==> src/rtl/cas_fsk_player_if.sv <==
`default_nettype none
// ============================================================================
//  Module      : cas_fsk_player_if
//  Description : Item handshake between the cassette image loader (master)
//                and the FSK player (slave).
//                  in_valid  master->slave  item valid
//                  in_ready  slave->master  player accepts an item this edge
//                  in_hdr    master->slave  1 = header item, 0 = data byte
//                  in_data   master->slave  byte / header kind in bit 0
//                  turbo     master->slave  2400-baud select (CAS_TURBO_EN only)
//  Options     : CAS_TURBO_EN adds the turbo signal.
//  Revision    : 1.0 - initial release
// ============================================================================
interface cas_fsk_player_if;
  logic       in_valid;
  logic       in_ready;
  logic       in_hdr;
  logic [7:0] in_data;
`ifdef CAS_TURBO_EN
  logic       turbo;

  modport master (output in_valid, in_hdr, in_data, turbo, input in_ready);
  modport slave  (input in_valid, in_hdr, in_data, turbo, output in_ready);
`else
  modport master (output in_valid, in_hdr, in_data, input in_ready);
  modport slave  (input in_valid, in_hdr, in_data, output in_ready);
`endif
endinterface
`default_nettype wire

==> src/rtl/cas_fsk_player.sv <==
`default_nettype none
// ============================================================================
//  Module      : cas_fsk_player
//  Description : MSX 1200-baud cassette FSK transmitter. Converts loader
//                items (data bytes, long/short headers) into the audio level
//                sampled by the cassette input. Playback freezes while the
//                motor line is low and resumes at the exact same phase.
//  Ports       : clk       system clock
//                reset     asynchronous active-high reset
//                motor     cassette motor (1 = run)
//                bus       item handshake (slave side)
//                cas_audio FSK audio level
//                busy      item in progress (also while paused)
//  Options     : CAS_TURBO_EN - items taken with turbo=1 use HALF_DIV/2.
//  Revision    : 1.0 - initial release
// ============================================================================
module cas_fsk_player #(
  parameter int HALF_DIV   = 4474,
  parameter int SIL_HALVES = 4800,
  parameter int LONG_CYC   = 16000,
  parameter int SHORT_CYC  = 4000
) (
  input  wire logic       clk,
  input  wire logic       reset,
  input  wire logic       motor,
  cas_fsk_player_if.slave bus,
  output logic            cas_audio,
  output logic            busy
);

  typedef enum logic [1:0] {
    ST_IDLE    = 2'd0,
    ST_SILENCE = 2'd1,
    ST_HEADER  = 2'd2,
    ST_DATA    = 2'd3
  } state_t;

  localparam logic [14:0] c_HALF       = 15'(HALF_DIV);
  localparam logic [15:0] c_SIL_LAST   = 16'(SIL_HALVES - 1);
  localparam logic [15:0] c_LONG_LAST  = 16'(2 * LONG_CYC - 1);
  localparam logic [15:0] c_SHORT_LAST = 16'(2 * SHORT_CYC - 1);

  state_t      r_state,    w_state_nx;
  logic [14:0] r_half_cnt, w_half_cnt_nx;
  logic [14:0] r_half_len, w_half_len_nx;
  logic [15:0] r_cyc_cnt,  w_cyc_cnt_nx;
  logic [3:0]  r_bit_idx,  w_bit_idx_nx;
  logic [10:0] r_frame,    w_frame_nx;
  logic [14:0] w_sel_len;
  logic [14:0] w_reload;
  logic        w_xfer;
  logic        w_half_end;
  logic        w_level;

`ifdef CAS_TURBO_EN
  localparam logic [14:0] c_HALF_TURBO = 15'(HALF_DIV / 2);
  assign w_sel_len = bus.turbo ? c_HALF_TURBO : c_HALF;
`else
  assign w_sel_len = c_HALF;
`endif

  assign bus.in_ready = (r_state == ST_IDLE) & motor;
  assign w_xfer       = bus.in_valid & bus.in_ready;
  assign w_half_end   = (r_half_cnt == 15'd0);
  assign w_reload     = r_half_len - 15'd1;
  assign busy         = (r_state != ST_IDLE);
  // The level is frozen with the counters; motor low only masks it.
  assign cas_audio    = motor & w_level;

  always_ff @(posedge clk or posedge reset) begin
    if (reset) begin
      r_state    <= ST_IDLE;
      r_half_cnt <= 15'd0;
      r_half_len <= 15'd0;
      r_cyc_cnt  <= 16'd0;
      r_bit_idx  <= 4'd0;
      r_frame    <= 11'd0;
    end else begin
      r_state    <= w_state_nx;
      r_half_cnt <= w_half_cnt_nx;
      r_half_len <= w_half_len_nx;
      r_cyc_cnt  <= w_cyc_cnt_nx;
      r_bit_idx  <= w_bit_idx_nx;
      r_frame    <= w_frame_nx;
    end
  end

  // r_cyc_cnt meaning per state:
  //   SILENCE : silent halves remaining after the current one
  //   HEADER  : tone halves remaining after the current one (odd = high half)
  //   DATA    : quarter (half-period) index 0..3 inside the current bit
  always_comb begin
    w_state_nx    = r_state;
    w_half_cnt_nx = r_half_cnt;
    w_half_len_nx = r_half_len;
    w_cyc_cnt_nx  = r_cyc_cnt;
    w_bit_idx_nx  = r_bit_idx;
    w_frame_nx    = r_frame;
    w_level       = 1'b0;

    case (r_state)
      ST_IDLE: begin
        if (w_xfer) begin
          w_half_len_nx = w_sel_len;
          w_half_cnt_nx = w_sel_len - 15'd1;
          w_bit_idx_nx  = 4'd0;
          if (!bus.in_hdr) begin
            // start bit, LSB-first data, two stop bits; bit 0 shifts out first
            w_frame_nx   = {2'b11, bus.in_data, 1'b0};
            w_cyc_cnt_nx = 16'd0;
            w_state_nx   = ST_DATA;
          end else if (bus.in_data[0]) begin
            w_cyc_cnt_nx = c_SIL_LAST;
            w_state_nx   = ST_SILENCE;
          end else begin
            w_cyc_cnt_nx = c_SHORT_LAST;
            w_state_nx   = ST_HEADER;
          end
        end
      end

      ST_SILENCE: begin
        if (motor) begin
          if (w_half_end) begin
            w_half_cnt_nx = w_reload;
            if (r_cyc_cnt == 16'd0) begin
              w_cyc_cnt_nx = c_LONG_LAST;
              w_state_nx   = ST_HEADER;
            end else begin
              w_cyc_cnt_nx = r_cyc_cnt - 16'd1;
            end
          end else begin
            w_half_cnt_nx = r_half_cnt - 15'd1;
          end
        end
      end

      ST_HEADER: begin
        w_level = r_cyc_cnt[0];
        if (motor) begin
          if (w_half_end) begin
            w_half_cnt_nx = w_reload;
            if (r_cyc_cnt == 16'd0) begin
              w_state_nx = ST_IDLE;
            end else begin
              w_cyc_cnt_nx = r_cyc_cnt - 16'd1;
            end
          end else begin
            w_half_cnt_nx = r_half_cnt - 15'd1;
          end
        end
      end

      ST_DATA: begin
        // 1 bit: H/L/H/L quarters; 0 bit: H/H/L/L quarters
        w_level = r_frame[0] ? ~r_cyc_cnt[0] : ~r_cyc_cnt[1];
        if (motor) begin
          if (w_half_end) begin
            w_half_cnt_nx = w_reload;
            if (r_cyc_cnt[1:0] == 2'd3) begin
              w_cyc_cnt_nx = 16'd0;
              if (r_bit_idx == 4'd10) begin
                w_state_nx = ST_IDLE;
              end else begin
                w_bit_idx_nx = r_bit_idx + 4'd1;
                w_frame_nx   = {1'b0, r_frame[10:1]};
              end
            end else begin
              w_cyc_cnt_nx = r_cyc_cnt + 16'd1;
            end
          end else begin
            w_half_cnt_nx = r_half_cnt - 15'd1;
          end
        end
      end

      default: w_state_nx = ST_IDLE;
    endcase
  end

endmodule
`default_nettype wire

==> src/flat_wrapper.sv <==
// flat-port wrapper written by rule: the top's interface ports become plain ports
module cas_fsk_player_flat 
#(
  parameter int HALF_DIV   = 4474,
  parameter int SIL_HALVES = 4800,
  parameter int LONG_CYC   = 16000,
  parameter int SHORT_CYC  = 4000
)
  (clk, reset, motor, cas_audio, busy, bus_in_valid, bus_in_hdr, bus_in_data, bus_in_ready);
  cas_fsk_player_if bus_i ();
  input  wire logic clk;
  input  wire logic reset;
  input  wire logic motor;
  output logic cas_audio;
  output logic busy;
  input wire logic [$bits(bus_i.in_valid)-1:0] bus_in_valid;
  input wire logic [$bits(bus_i.in_hdr)-1:0] bus_in_hdr;
  input wire logic [$bits(bus_i.in_data)-1:0] bus_in_data;
  output wire logic [$bits(bus_i.in_ready)-1:0] bus_in_ready;
  assign bus_i.in_valid = bus_in_valid;
  assign bus_i.in_hdr = bus_in_hdr;
  assign bus_i.in_data = bus_in_data;
  assign bus_in_ready = bus_i.in_ready;
  cas_fsk_player #(.HALF_DIV(HALF_DIV), .SIL_HALVES(SIL_HALVES), .LONG_CYC(LONG_CYC), .SHORT_CYC(SHORT_CYC)) u_core (.clk(clk), .reset(reset), .motor(motor), .bus(bus_i), .cas_audio(cas_audio), .busy(busy));
endmodule
==> config.mk <==
export PLATFORM = sky130hd
export DESIGN_NAME = cas_fsk_player_flat
export DESIGN_NICKNAME = d
export VERILOG_FILES = /design/src/rtl/cas_fsk_player_if.sv /design/src/rtl/cas_fsk_player.sv /design/src/flat_wrapper.sv
export SDC_FILE = /design/constraint.sdc
export NUM_CORES = 1
export LEC_CHECK = 0
export CAP_MARGIN = 20
export CORE_ASPECT_RATIO = 1.1
export CORE_UTILIZATION = 35
export DETAILED_ROUTE_END_ITERATION = 7
export PLACE_DENSITY = 0.57
export SLEW_MARGIN = 0
export SYNTH_ARGS = -nofsm -noshare
export SYNTH_HDL_FRONTEND = slang
export SYNTH_SLANG_ARGS = --single-unit
==> constraint.sdc <==
create_clock -name clk -period 3.5 [get_ports clk]
set_input_delay 0.525 -clock clk [delete_from_list [all_inputs] [get_ports clk]]
set_output_delay 0.525 -clock clk [all_outputs]
set_load 0.01 [all_outputs]
==> results.yml <==
sta:
  slew_violations: 0
  fin_crit_sh_pct: 81.6
  clock.fmax_ghz: 0.350
  setup_viol: 0
  hold_viol_final: 0
  rsz0062_at_grt: "false"
  finClkSkew_ns: 0.0195
  setup_tns_ns: 0
  worst_pin_slew_ns: 0.870
  period_needed_ns: 2.85
  relSlewSlack_pct: 41.6
critical_path:
  rrSetupSlack_ns: 0.65
  critical_path_arrival_ns: 3.08
  crit_path_frequent_cell: "and4b_1"
  path_max_fanout: 20
  crit_cells: 6
  start_kind: "flop"
  path_class: "reg2reg"
  critPathTopFamily: "simple AND/OR/NAND/NOR gates"
  r2r-end: "u_core.r_frame[2]"
  slowest_delay_ns: 0.63
  r2r-start: "u_core.r_half_cnt[3]"
  critPathCapture: "u_core.r_frame[2]"
  cp-startpoint: "u_core.r_half_cnt[3]"
  required_ns: 3.73
  reg2reg_depth: 6
  crit_path_end_kind: "flop"
  path_cells: "or4_1 -> and4b_1 -> and4b_1 -> a2bb2oi_2 -> nor2_1 -> a31oi_1"
  slowest_stage: "or4_1"
  crit_buf_inv: 0
power_and_ir_drop:
  internal-power_w: 0.00127
  power.leakage_nw: 1.44
  p_switching_w: 0.000999
  swShare_pct: 44.0
  combPwrFrac_pct: 40.4
  p_clk_share_pct: 16.6
  max-vdd-ir-drop_mv: 0.261
  p_seq_share_pct: 43.0
  p_per_area_nw_per_um2: 630
floorplanning:
  core_area_um2: 8960
  pin_count: 16
  rows: 36
  dieArea_um2: 9750
  initial_core_util_pct: 36.6
  die_y_um: 103
  die_w_um: 94.3
clock_tree:
  worstSkewPairLatency_ns: 0.32
  root_buffer: "clkbuf_8"
  cts_resized: 0
  cts_buffer_depth: 2
  cts_tree: "yes"
  path_clk_slew_ns: 0.11
  clock_sink_count: 49
  post-cts-setup-buffer-count: 0
  cts_hold_buffers: 0
  htreeDepth: 2
  numCtsBuffers: 5
logic_synthesis:
  synth_seq_area_share_pct: 37.4
  synth_ff_type: "dfrtp_1"
  synth_warnings: 0
  yosys.area.top_type_share_pct: 37.4
  syn_inst: 419
  yosys.area.top_type: "dfrtp_1"
  synthTopCellsByArea: "dfrtp_1, nand2_1, o21ai_0, nor2_1, a21oi_1"
  synth-async-reset-ratio_pct: 100
  yosysMostFrequentCell: "nand2_1"
  synth.avg_cell_area_um2: 7.82
  syn_nets: 438
  ys_top_cells_by_count: "nand2_1, nor2_1, dfrtp_1"
  synth_edf_count: 0
  synth.distinct_cells: 63
  synth_seq_cells: 49
  netlist_area_um2: 3280
detailed_routing:
  wirelength_mm: 8.71
  wl_per_cell_um: 16.3
  ant_nets: 0
  drt_iter0_markers: 125
  vias: 3097
  via_per_inst: 5.80
  drc: 0
  drtPass1Iterations: 4
place:
  gp_congestion: 0.889
  io_buffers: 15
  hpwl_mm: 5.96
  placedCellCount: 525
cells_and_area:
  fillers: 924
  utilization_pct: 40.2
  final_cells: 534
  num-nets-final: 438
  area.growth.synth_to_final_pct: 10.0
  seqCellArea_um2: 1230
  drive_gt1_share_pct: 6.90
  n_antenna_cell: 0
  multi_input_area_um2: 1890
hold_path:
  min_path_type: "in2async"
grt:
  grt_pass1_vias: 2844
  overflow: 0
  grt_max_degree: 50
  grt_pass1_wl_mm: 14.5
  antenna_found_initial: 0
  grtUsageTotal_pct: 19.1
run_status:
  status: "complete, no violations"
run:
  drv_cap: 0
[cells by family after synthesis]
group / count (synthesis) / synth area share [%]
DFF: 49 / 37.4
xor gates and xnor gates: 5 / 1.34
buffers and inverters: 39 / 4.96
adders and majority gates: 6 / 2.29
muxes: 3 / 0.993
AOI/OAI and AO/OA: 136 / 27.0
and+or+nand+nor: 181 / 26.0
[state kept, by name (all words and copies together) (netlist names)]
register           cells
u_core.r_cyc_cnt      16
u_core.r_half_cnt     15
u_core.r_frame        11
u_core.r_bit_idx       4
u_core.r_state         2
u_core.r_half_len      1
[power groups by stage]
| stage | Sequential [W] | Clock [W] | Combinational (W) |
|---|---|---|---|
| after floorplan | 0.000857 | 0 | 0.000798 |
| after global placement | 0.000979 | 0 | 0.000890 |
| after detailed placement | 0.000982 | 0 | 0.000909 |
| after CTS | 0.000971 | 0.000393 | 0.000911 |
| after global routing | 0.00101 | 0.000415 | 0.00103 |
| final | 0.000977 | 0.000376 | 0.000919 |
[worst min path at each step]
stage | end | slack [ns]
floorplan | u_core.r_half_cnt[6] | 0.44
global placement | u_core.r_half_cnt[0] | 0.48
detailed placement | u_core.r_half_cnt[6] | 0.48
CTS | u_core.r_half_cnt[6] | 0.50
global route | u_core.r_half_cnt[12] | 0.42
finish | u_core.r_half_cnt[13] | 0.41
[worst register-to-register path, delay by kind of cell (launching register included)]
family	cells	cell delay, ns
flops	1	0.45
simple gates	4	1.55
compound gates	2	0.77
[cell type report]
type,count,share of cell area (%)
clock buffers,6,2.29
clock inverters,2,0.486
inverters,11,1.15
multi-input cells,331,52.4
flip-flops and latches,49,34.0
well taps,114,3.96
repair buffers,21,5.76
[per-layer routing]
metal / up-vias / routed length (um) / global-route usage [%]
met1: 1496 / 4130 / 25.9
met4: 0 / 118 / 5.68
met2: 69 / 4180 / 31.8
met3: 11 / 275 / 2.41
met5: - / 0 / 0
li1: 1521 / - / -
[layout by cell type, fill, tap and decap left out, types with 4 or more instances in the layout]
| cell | netlist | final |
|---|---|---|
| a21oi_1 | 29 | 29 |
| a31oi_1 | 18 | 18 |
| and2_1 | 4 | 4 |
| buf_4 | 1 | 5 |
| clkbuf_8 | 0 | 6 |
| clkdlybuf4s50_1 | 0 | 15 |
| dfrtp_1 | 49 | 49 |
| ha_1 | 6 | 6 |
| inv_1 | 10 | 9 |
| nand2_1 | 56 | 56 |
| nand2b_1 | 6 | 6 |
| nand3_1 | 10 | 10 |
| nand4_1 | 4 | 4 |
| nor2_1 | 51 | 51 |
| nor3_1 | 21 | 21 |
| nor4_1 | 6 | 6 |
| o21ai_0 | 41 | 41 |
| o31ai_1 | 5 | 5 |
| or3_1 | 5 | 5 |
[per-stage QoR]
step           setup WS, ns  power, W  instance area, um2  hold WS (ns)
2_1_floorplan          1.11   0.00166                3280         0.440
3_3_place_gp          0.738   0.00187                3490         0.483
3_5_place_dp          0.683   0.00189                3490         0.483
4_1_cts               0.653   0.00227                3590         0.498
5_1_grt               0.415   0.00246                3610         0.415
6_report              0.646   0.00227                3610         0.409
Note: power is estimated with default switching activity, not from simulation.
